===== src/rtl/mem_fairness_pkg.sv =====
// Shared constants and helpers for the memory-bus fairness monitor.
package mem_fairness_pkg;

    // Violation classes; lower value wins when several fire together.
    localparam logic [1:0] VIOL_STALL = 2'd0;
    localparam logic [1:0] VIOL_HOLD  = 2'd1;
    localparam logic [1:0] VIOL_ERR   = 2'd2;
    localparam logic [1:0] VIOL_SLEEP = 2'd3;

    // Error-response policies.
    localparam int unsigned ERR_MODE_NONE = 0;
    localparam int unsigned ERR_MODE_PHYS = 1;

    // first_viol layout: [7:6] class, [5:0] channel index.
    function automatic logic [7:0] pack_first_viol(input logic [1:0] cls, input logic [5:0] ch);
        return {cls, ch};
    endfunction

endpackage


===== src/rtl/mem_chan_fairness.sv =====
// Per-channel fairness checks: stall bound, request hold stability, error policy.
module mem_chan_fairness
    import mem_fairness_pkg::*;
#(
    parameter int unsigned MEM_ADDR_W  = 64,
    parameter int unsigned MEM_DATA_W  = 64,
    parameter int unsigned MEM_STRB_W  = 8,
    parameter int unsigned PHYS_ADDR_W = 32,
    parameter int unsigned ERR_MODE    = 1,
    parameter int unsigned MAX_STALL   = 5,
    parameter int unsigned CTR_W       = 5
) (
    input  logic                  g_clk,
    input  logic                  g_resetn,
    input  logic                  req,
    input  logic                  gnt,
    input  logic                  err,
    input  logic [MEM_ADDR_W-1:0] addr,
    input  logic                  wen,
    input  logic [MEM_STRB_W-1:0] strb,
    input  logic [MEM_DATA_W-1:0] wdata,
    output logic [CTR_W-1:0]      stall_ctr,
    output logic                  rsp_pending,
    output logic                  viol_stall,
    output logic                  viol_hold,
    output logic                  viol_err,
    output logic                  viol_stall_c,
    output logic                  viol_hold_c,
    output logic                  viol_err_c
);

    logic                  stalled_c;
    logic                  oor_c;
    logic                  stall_fired;
    logic                  waiting;
    logic                  rsp_oor;
    logic [MEM_ADDR_W-1:0] snap_addr;
    logic                  snap_wen;
    logic [MEM_STRB_W-1:0] snap_strb;
    logic [MEM_DATA_W-1:0] snap_wdata;

    assign stalled_c = req & ~gnt;
    // Any address bit at or above the physical width marks the access out of range.
    assign oor_c     = (addr >> PHYS_ADDR_W) != '0;

    // Violation conditions evaluated in the offending cycle.
    always_comb begin
        viol_stall_c = stalled_c && (stall_ctr == CTR_W'(MAX_STALL)) && !stall_fired;
        viol_hold_c  = waiting && (!req || (addr != snap_addr) || (wen != snap_wen) ||
                       (snap_wen && ((strb != snap_strb) || (wdata != snap_wdata))));
        if (ERR_MODE == ERR_MODE_NONE) begin
            viol_err_c = rsp_pending && err;
        end else begin
            viol_err_c = rsp_pending && (err != rsp_oor);
        end
    end

    // Saturating stall counter with a once-per-episode report flag.
    always_ff @(posedge g_clk or negedge g_resetn) begin
        if (!g_resetn) begin
            stall_ctr   <= '0;
            stall_fired <= 1'b0;
            viol_stall  <= 1'b0;
        end else begin
            viol_stall <= viol_stall_c;
            if (stalled_c) begin
                if (stall_ctr != '1) begin
                    stall_ctr <= stall_ctr + CTR_W'(1);
                end
                stall_fired <= stall_fired | viol_stall_c;
            end else begin
                stall_ctr   <= '0;
                stall_fired <= 1'b0;
            end
        end
    end

    // Snapshot of a stalled request and the next-cycle stability check.
    always_ff @(posedge g_clk or negedge g_resetn) begin
        if (!g_resetn) begin
            waiting    <= 1'b0;
            snap_addr  <= '0;
            snap_wen   <= 1'b0;
            snap_strb  <= '0;
            snap_wdata <= '0;
            viol_hold  <= 1'b0;
        end else begin
            viol_hold <= viol_hold_c;
            waiting   <= stalled_c && !viol_hold_c;
            if (stalled_c) begin
                snap_addr  <= addr;
                snap_wen   <= wen;
                snap_strb  <= strb;
                snap_wdata <= wdata;
            end
        end
    end

    // Response tracking for the error-policy check one cycle after a grant.
    always_ff @(posedge g_clk or negedge g_resetn) begin
        if (!g_resetn) begin
            rsp_pending <= 1'b0;
            rsp_oor     <= 1'b0;
            viol_err    <= 1'b0;
        end else begin
            viol_err    <= viol_err_c;
            rsp_pending <= req & gnt;
            if (req && gnt) begin
                rsp_oor <= oor_c;
            end
        end
    end

endmodule


===== src/rtl/mem_bus_fairness_monitor.sv =====
// Fairness monitor for NCH request/grant memory channels plus WFI sleep bound.
module mem_bus_fairness_monitor
    import mem_fairness_pkg::*;
#(
    parameter int unsigned NCH         = 2,
    parameter int unsigned MEM_ADDR_W  = 64,
    parameter int unsigned MEM_DATA_W  = 64,
    parameter int unsigned MEM_STRB_W  = 8,
    parameter int unsigned PHYS_ADDR_W = 32,
    parameter int unsigned ERR_MODE    = 1,
    parameter int unsigned MAX_STALL   = 5,
    parameter int unsigned MAX_SLEEP   = 10,
    parameter int unsigned CTR_W       = 5
) (
    input  logic                      g_clk,
    input  logic                      g_resetn,
    input  logic [NCH-1:0]            ch_req,
    input  logic [NCH-1:0]            ch_gnt,
    input  logic [NCH-1:0]            ch_err,
    input  logic [NCH*MEM_ADDR_W-1:0] ch_addr,
    input  logic [NCH-1:0]            ch_wen,
    input  logic [NCH*MEM_STRB_W-1:0] ch_strb,
    input  logic [NCH*MEM_DATA_W-1:0] ch_wdata,
    input  logic                      wfi_sleep,
    output logic [NCH*CTR_W-1:0]      stall_ctr,
    output logic [NCH-1:0]            rsp_pending,
    output logic [NCH-1:0]            viol_stall,
    output logic [NCH-1:0]            viol_hold,
    output logic [NCH-1:0]            viol_err,
    output logic                      viol_sleep,
    output logic                      viol_any,
    output logic [7:0]                first_viol
);

    // Reject parameter sets the counters or first_viol encoding cannot represent.
    if (MAX_STALL >= (1 << CTR_W)) begin : g_bad_max_stall
        $error("MAX_STALL must be below 2**CTR_W");
    end
    if (MAX_SLEEP >= (1 << CTR_W)) begin : g_bad_max_sleep
        $error("MAX_SLEEP must be below 2**CTR_W");
    end
    if ((NCH < 1) || (NCH > 64)) begin : g_bad_nch
        $error("NCH must be in 1..64");
    end

    logic [NCH-1:0]   viol_stall_c;
    logic [NCH-1:0]   viol_hold_c;
    logic [NCH-1:0]   viol_err_c;
    logic [CTR_W-1:0] sleep_ctr;
    logic [CTR_W-1:0] sleep_nxt_c;
    logic             sleep_fired;
    logic             viol_sleep_c;
    logic             any_viol_c;
    logic [7:0]       first_code_c;

    // One checker per channel.
    for (genvar i = 0; i < NCH; i++) begin : g_chan
        mem_chan_fairness #(
            .MEM_ADDR_W (MEM_ADDR_W),
            .MEM_DATA_W (MEM_DATA_W),
            .MEM_STRB_W (MEM_STRB_W),
            .PHYS_ADDR_W(PHYS_ADDR_W),
            .ERR_MODE   (ERR_MODE),
            .MAX_STALL  (MAX_STALL),
            .CTR_W      (CTR_W)
        ) u_chan (
            .g_clk       (g_clk),
            .g_resetn    (g_resetn),
            .req         (ch_req[i]),
            .gnt         (ch_gnt[i]),
            .err         (ch_err[i]),
            .addr        (ch_addr[i*MEM_ADDR_W +: MEM_ADDR_W]),
            .wen         (ch_wen[i]),
            .strb        (ch_strb[i*MEM_STRB_W +: MEM_STRB_W]),
            .wdata       (ch_wdata[i*MEM_DATA_W +: MEM_DATA_W]),
            .stall_ctr   (stall_ctr[i*CTR_W +: CTR_W]),
            .rsp_pending (rsp_pending[i]),
            .viol_stall  (viol_stall[i]),
            .viol_hold   (viol_hold[i]),
            .viol_err    (viol_err[i]),
            .viol_stall_c(viol_stall_c[i]),
            .viol_hold_c (viol_hold_c[i]),
            .viol_err_c  (viol_err_c[i])
        );
    end

    // Sleep fires when the count reaches MAX_SLEEP in a sleeping cycle.
    always_comb begin
        sleep_nxt_c  = (sleep_ctr == '1) ? sleep_ctr : sleep_ctr + CTR_W'(1);
        viol_sleep_c = wfi_sleep && (sleep_nxt_c == CTR_W'(MAX_SLEEP)) && !sleep_fired;
    end

    // Saturating sleep counter with once-per-episode report.
    always_ff @(posedge g_clk or negedge g_resetn) begin
        if (!g_resetn) begin
            sleep_ctr   <= '0;
            sleep_fired <= 1'b0;
            viol_sleep  <= 1'b0;
        end else begin
            viol_sleep <= viol_sleep_c;
            if (wfi_sleep) begin
                sleep_ctr   <= sleep_nxt_c;
                sleep_fired <= sleep_fired | viol_sleep_c;
            end else begin
                sleep_ctr   <= '0;
                sleep_fired <= 1'b0;
            end
        end
    end

    // Priority encode: lowest class, then lowest channel; later writes win.
    always_comb begin
        any_viol_c   = (|viol_stall_c) | (|viol_hold_c) | (|viol_err_c) | viol_sleep_c;
        first_code_c = '0;
        if (viol_sleep_c) begin
            first_code_c = pack_first_viol(VIOL_SLEEP, 6'd0);
        end
        for (int i = NCH - 1; i >= 0; i--) begin
            if (viol_err_c[i]) first_code_c = pack_first_viol(VIOL_ERR, 6'(i));
        end
        for (int i = NCH - 1; i >= 0; i--) begin
            if (viol_hold_c[i]) first_code_c = pack_first_viol(VIOL_HOLD, 6'(i));
        end
        for (int i = NCH - 1; i >= 0; i--) begin
            if (viol_stall_c[i]) first_code_c = pack_first_viol(VIOL_STALL, 6'(i));
        end
    end

    // Sticky flag and first-violation capture, aligned with the viol_* pulses.
    always_ff @(posedge g_clk or negedge g_resetn) begin
        if (!g_resetn) begin
            viol_any   <= 1'b0;
            first_viol <= '0;
        end else begin
            viol_any <= viol_any | any_viol_c;
            if (!viol_any && any_viol_c) begin
                first_viol <= first_code_c;
            end
        end
    end

endmodule


===== config.mk =====
export PLATFORM = sky130hd
export DESIGN_NAME = mem_bus_fairness_monitor
export DESIGN_NICKNAME = d
export VERILOG_FILES = /design/src/rtl/mem_fairness_pkg.sv /design/src/rtl/mem_chan_fairness.sv /design/src/rtl/mem_bus_fairness_monitor.sv
export SDC_FILE = /design/constraint.sdc
export NUM_CORES = 1
export LEC_CHECK = 0
export CORE_MARGIN = 2
export CORE_UTILIZATION = 30
export CTS_BUF_LIST = sky130_fd_sc_hd__clkbuf_8
export DETAILED_ROUTE_END_ITERATION = 10
export MAX_ROUTING_LAYER = met4
export SLEW_MARGIN = 30
export SYNTH_ARGS = -nofsm -noshare
export SYNTH_HDL_FRONTEND = slang
export SYNTH_HIERARCHICAL = 1
export SYNTH_SLANG_ARGS = --single-unit

===== constraint.sdc =====
create_clock -name g_clk -period 4.1 [get_ports g_clk]
set_clock_uncertainty 0.05 [all_clocks]
set_input_delay 0.615 -clock g_clk [delete_from_list [all_inputs] [get_ports g_clk]]
set_output_delay 0.615 -clock g_clk [all_outputs]
set_load 0.01 [all_outputs]

# Word level (Yosys, flattened, before mapping)

Cells that the tools add are included.

Output and inout port bits: 28
Input bits: 283
Logic and storage cells: 117
Register bits: 314

Equality and inequality tests: 18
Bitwise logic cells: 13
$add $sub $neg: 3
Reductions and logical operators: 38
Muxes and demuxes: 16

Operator list:

| operator                                                         | number |
|---|---|
| 64-bit inequality test                                           | 4 |
| 64-bit nonzero test                                              | 2 |
| 8-bit 2-to-1 mux                                                 | 7 |
| 5-bit 2-to-1 mux                                                 | 6 |
| 1-bit logical AND                                                | 17 |
| 8-bit inequality test                                            | 2 |
| 5-bit by 1-bit adder with 5-bit output (second input constant)   | 3 |
| 5-bit by 3-bit == test with 1-bit output (second input constant) | 2 |
| 5-bit inequality test (second input constant)                    | 2 |
| 1-bit zero test                                                  | 8 |
| 1-bit logical OR                                                 | 8 |
| 1-bit OR                                                         | 7 |
| 2-bit OR reduction                                               | 3 |
| 5-bit by 4-bit == test with 1-bit output (second input constant) | 1 |
| 5-bit == test (second input constant)                            | 1 |
| 1-bit bitwise AND                                                | 4 |
| 1-bit inequality test                                            | 4 |
| 2-bit inequality test (second input constant)                    | 2 |
| 1-bit 2-to-1 mux                                                 | 3 |
| 1-bit NOT                                                        | 2 |

# Logic depth before layout (Yosys ltp)

Depth after elaboration: 12
Depth in mapped cells: 10
Gate-level depth less buffers: 10

# By module

The synthesis kept the hierarchy.

By module, submodules not included:

| module                   | instances | seq. area each (µm²) | cells each | area an instance (µm²) |
|---|---|---|---|---|
| mem_chan_fairness        | 2         | 3728.6               | 835        | 7269.5 |
| mem_bus_fairness_monitor | 1         | 275.3                | 63         | 628.1 |

# Worst setup path before layout

Ideal clock, no wire load.

Path kind: in2reg
Start: input port ch_addr[77]
End: register first_viol[0]
Library setup time: 0.065 ns
Path slack: 1.403 ns
Data required time: 3.985 ns
Stages on the path: 9
Path buffers: 0
Data arrival time: 2.582 ns
Cells stage by stage: nor2b_1 a2111o_1 nor4_1 nand4_1 o41ai_2 o21ai_0 nor4_1 and2_1 a211o_1

Cells in the longest elaborated chain, start to end: 10

RTL lines:

| what                              | RTL line                        | source |
|---|---|---|
| start: declaration                | mem_bus_fairness_monitor.sv:20  | `input logic [NCH*MEM_ADDR_W-1:0] ch_addr,` |
| 64-bit inequality test (*)        | mem_chan_fairness.sv:49         | `viol_hold_c = waiting && (!req \|\| (addr != snap_addr) \|\| (wen != snap_wen) \|\|` |
| 1-bit logical OR (*) (3 in a row) | mem_chan_fairness.sv:49         |  |
| 1-bit logical AND (*)             | mem_chan_fairness.sv:49         |  |
| net viol_hold_c[1]                | mem_bus_fairness_monitor.sv:47  | `logic [NCH-1:0] viol_hold_c;` |
| 2-bit OR reduction                | mem_bus_fairness_monitor.sv:113 | `any_viol_c = (\|viol_stall_c) \| (\|viol_hold_c) \| (\|viol_err_c) \| viol_sleep_c;` |
| 1-bit OR (3 in a row)             | mem_bus_fairness_monitor.sv:113 |  |
| 1-bit logical AND                 | mem_bus_fairness_monitor.sv:136 | `if (!viol_any && any_viol_c) begin` |
| end signal: assignment            | mem_bus_fairness_monitor.sv:137 | `first_viol <= first_code_c;` |
| end: declaration                  | mem_bus_fairness_monitor.sv:32  | `output logic [7:0] first_viol` |

Mark *: on every way through the listed nets, which the timed path passes. The rest lies on a longest branch.
A chain may end at the register's enable or synchronous reset.

# Worst setup path after layout

Start: input port ch_addr[33]
End: register first_viol[0]

The elaborated chain is that of the path after synthesis.

==> reports/results.ini <==
[grt]
grt_pass1_wl_um = 67800
grt_pass1_vias = 12500
overflow = 0
track_usage_pct = 16.6
grt_antenna_before_repair = 5
grt_max_degree = 142

[timing]
slew_viol_final = 0
fmax_mhz = 336
fin_ws_ns = 1.13
hold_violations = 0
fin_setup_tns_ns = 0
period_minus_slack_ns = 2.97
period_share_pct = 72.5
setup_viol = 0
rsz0062_at_grt = false
slew_headroom_pct = 51.8
hold_ws_ns = 0.439
worst_pin_slew_ns = 0.724

[finish]
post-route-util_pct = 40.5
layout_commonest_cell = nand2_1
layout-drive-gt1-share_pct = 5.34
num-nets-final = 2339
final_cell_mix = 787 x nand2_1, 309 x dfrtp_1, 304 x clkdlybuf4s50_1, 147 x xnor2_1, 95 x xor2_1
stdcell_area_um2 = 20300
instances_no_fill = 2774
area_growth_pct = 33.8
fillers = 5039

[cts]
clk_path_buf_depth = 3
clock_sinks = 309
insertion_delay_ns = 0.63
cts-root-buf = clkbuf_8
cts_max_level = 2
post_cts_buffers = 0
tritoncts.num_buffers = 58
clk_pin_slew_ns = 0.06
cts_tree = built

[route]
drcViolationCount = 0
ant_nets = 0
via_per_inst = 4.50
vias = 12500
wirelength_um = 42400
first_iter_violations = 744
wl_per_cell_um = 15.3
dr.pass1.iters = 5

[yosys]
synthCells = 1733
synthFlopType = dfrtp_1
yosysUniqueCellTypes = 41
synth_seq_cells = 309
synth_area_um2 = 15200
synth.avg_cell_area_um2 = 8.75
ys_seq_area_share_pct = 51.0
synth_edf_count = 0
yosys_warnings = 6
async_flop_share_pct = 100

[floorplan]
die_w_um = 229
start_util_pct = 30.3
ioPinCount = 311
die_h_um = 229
coreArea_um2 = 50100
rows = 82
dieArea_um2 = 52400

[power]
swShare_pct = 27.7
power.density_nw_per_um2 = 403
switchingPower_mw = 2.26
p_int_mw = 5.92
clock_power_share_pct = 38.5
ir_drop_mv = 0.224
p_leak_nw = 9.51
power.total_mw = 8.18
seqPwrFrac_pct = 44.6
p_comb_share_pct = 16.9

[setup_path]
crit_fanout = 4
start_kind = primary input
cp_data_required_time_ns = 4.62
crit_start = ch_addr[33]
critPathArrivalTime_ns = 3.49
worstSetupPathType = primary input to register
reg2reg_from = g_chan[0].u_chan/snap_addr[15]
endpoint_kind = register

[placement]
dp_cells = 2659
hpwl_um = 30400
gp_congestion = 0.848
place_area_um2 = 19000
portBuffers = 305
dp_slack_ns = 0.503

[run_status]
status = completed

[flow_run]
cap_viol_max_count = 0

[min_path]
hp-start = g_chan[0].u_chan/snap_addr[34]
hold_class = register to register

-- critical path, cell delays in order --
cell and delay (ns):
clkdlybuf4s50_1 0.51, nor2b_1 0.18, a2111o_1 0.38, nor4_1 0.26, nand4_1 0.17, o41ai_2 0.27, o21ai_0 0.33, nor4_1 0.46
and2_1 0.19, a211o_1 0.11
-- Yosys cell counts, types with 4 or more instances --
cell | n | share of area, %
buf_4 | 5 | 0.25
clkbuf_1 | 64 | 1.6
nand2_1 | 787 | 19
o21ai_0 | 27 | 0.89
ha_1 | 8 | 0.66
nor3_1 | 5 | 0.16
o211a_1 | 4 | 0.26
nand4_1 | 52 | 2.1
xor2_1 | 95 | 5.5
inv_1 | 31 | 0.77
nand2b_1 | 27 | 1.1
nor4_1 | 47 | 1.9
o22ai_1 | 4 | 0.16
a2111o_1 | 10 | 0.74
o2111ai_1 | 8 | 0.46
dfrtp_1 | 309 | 51
nor2b_1 | 36 | 1.5
and2_1 | 7 | 0.29
a21oi_1 | 6 | 0.20
xnor2_1 | 147 | 8.5
nor2_1 | 22 | 0.54
-- power by group through the flow --
stage,clock network (mW),registers (mW),logic (mW)
2_1_floorplan,0,3.65,0.779
3_3_place_gp,0,3.68,1.37
3_5_place_dp,0,3.70,1.40
4_1_cts,3.27,3.65,1.41
5_1_grt,3.42,3.69,1.56
6_report,3.15,3.65,1.38
-- cell type report --
cell class / instances / area [um2] / share of cell area [%]
Tap cell: 672 / 841 / 4.14
Multi-Input combinational cell: 1328 / 7090 / 34.9
Sequential cell: 309 / 7730 / 38.1
Clock buffer: 74 / 1020 / 5.02
Clock inverter: 35 / 221 / 1.09
Antenna cell: 5 / 12.5 / 0.0617
Timing Repair Buffer: 320 / 3260 / 16.1
Inverter: 31 / 116 / 0.574
-- layer usage --
metal	track usage (%)	part of all wire [%]	vias to the layer above
li1	-	-	6169
met1	21.3	45	5941
met2	25.5	46	307
met3	4.55	6.5	74
met4	5.34	2.4	0
met5	-	0	-
-- what timing repair did --
| action | in CTS | in global routing |
|---|---|---|
| resized for setup | 0 | 0 |
| hold buffers | 1 | 0 |
| endpoints found under the hold margin | 77 | 0 |
-- path summary, 6_finish.rpt --
kind                                                  end  slack [ns]  depth (start not counted)
max reg2reg                                 first_viol[0]        1.26                          9
min in group asynchronous   g_chan[1].u_chan/snap_strb[0]        0.54                          2
min                        g_chan[0].u_chan/snap_addr[34]        0.44                          2
max                                         first_viol[0]        1.13                         10
max in group asynchronous  g_chan[1].u_chan/snap_addr[41]        2.49                          3
min reg2reg                g_chan[0].u_chan/snap_addr[34]        0.44                          2
-- cells by family (layout without fill, tap and decap cells) --
family | after synthesis | after routing | synth area share, %
buffers and inverters | 100 | 460 | 2.60
AND/OR/NAND/NOR | 998 | 998 | 28.0
adder cells (fa/ha/maj) | 8 | 8 | 0.660
XOR/XNOR | 242 | 242 | 14.0
multiplexers | 3 | 3 | 0.198
other | 1 | 10 | 0.0247
AO/OA/AOI/OAI | 72 | 72 | 3.59
flip-flops | 309 | 309 | 51.0
-- sequential cells by signal, indices dropped and copies added (netlist names), 3 cells and up --
register and flops:
g_chan.u_chan/snap_addr 128, g_chan.u_chan/snap_wdata 128, g_chan.u_chan/snap_strb 16, g_chan.u_chan/stall_ctr 10, sleep_ctr 5, first_viol 3
Power figures use the tool's default switching activity.
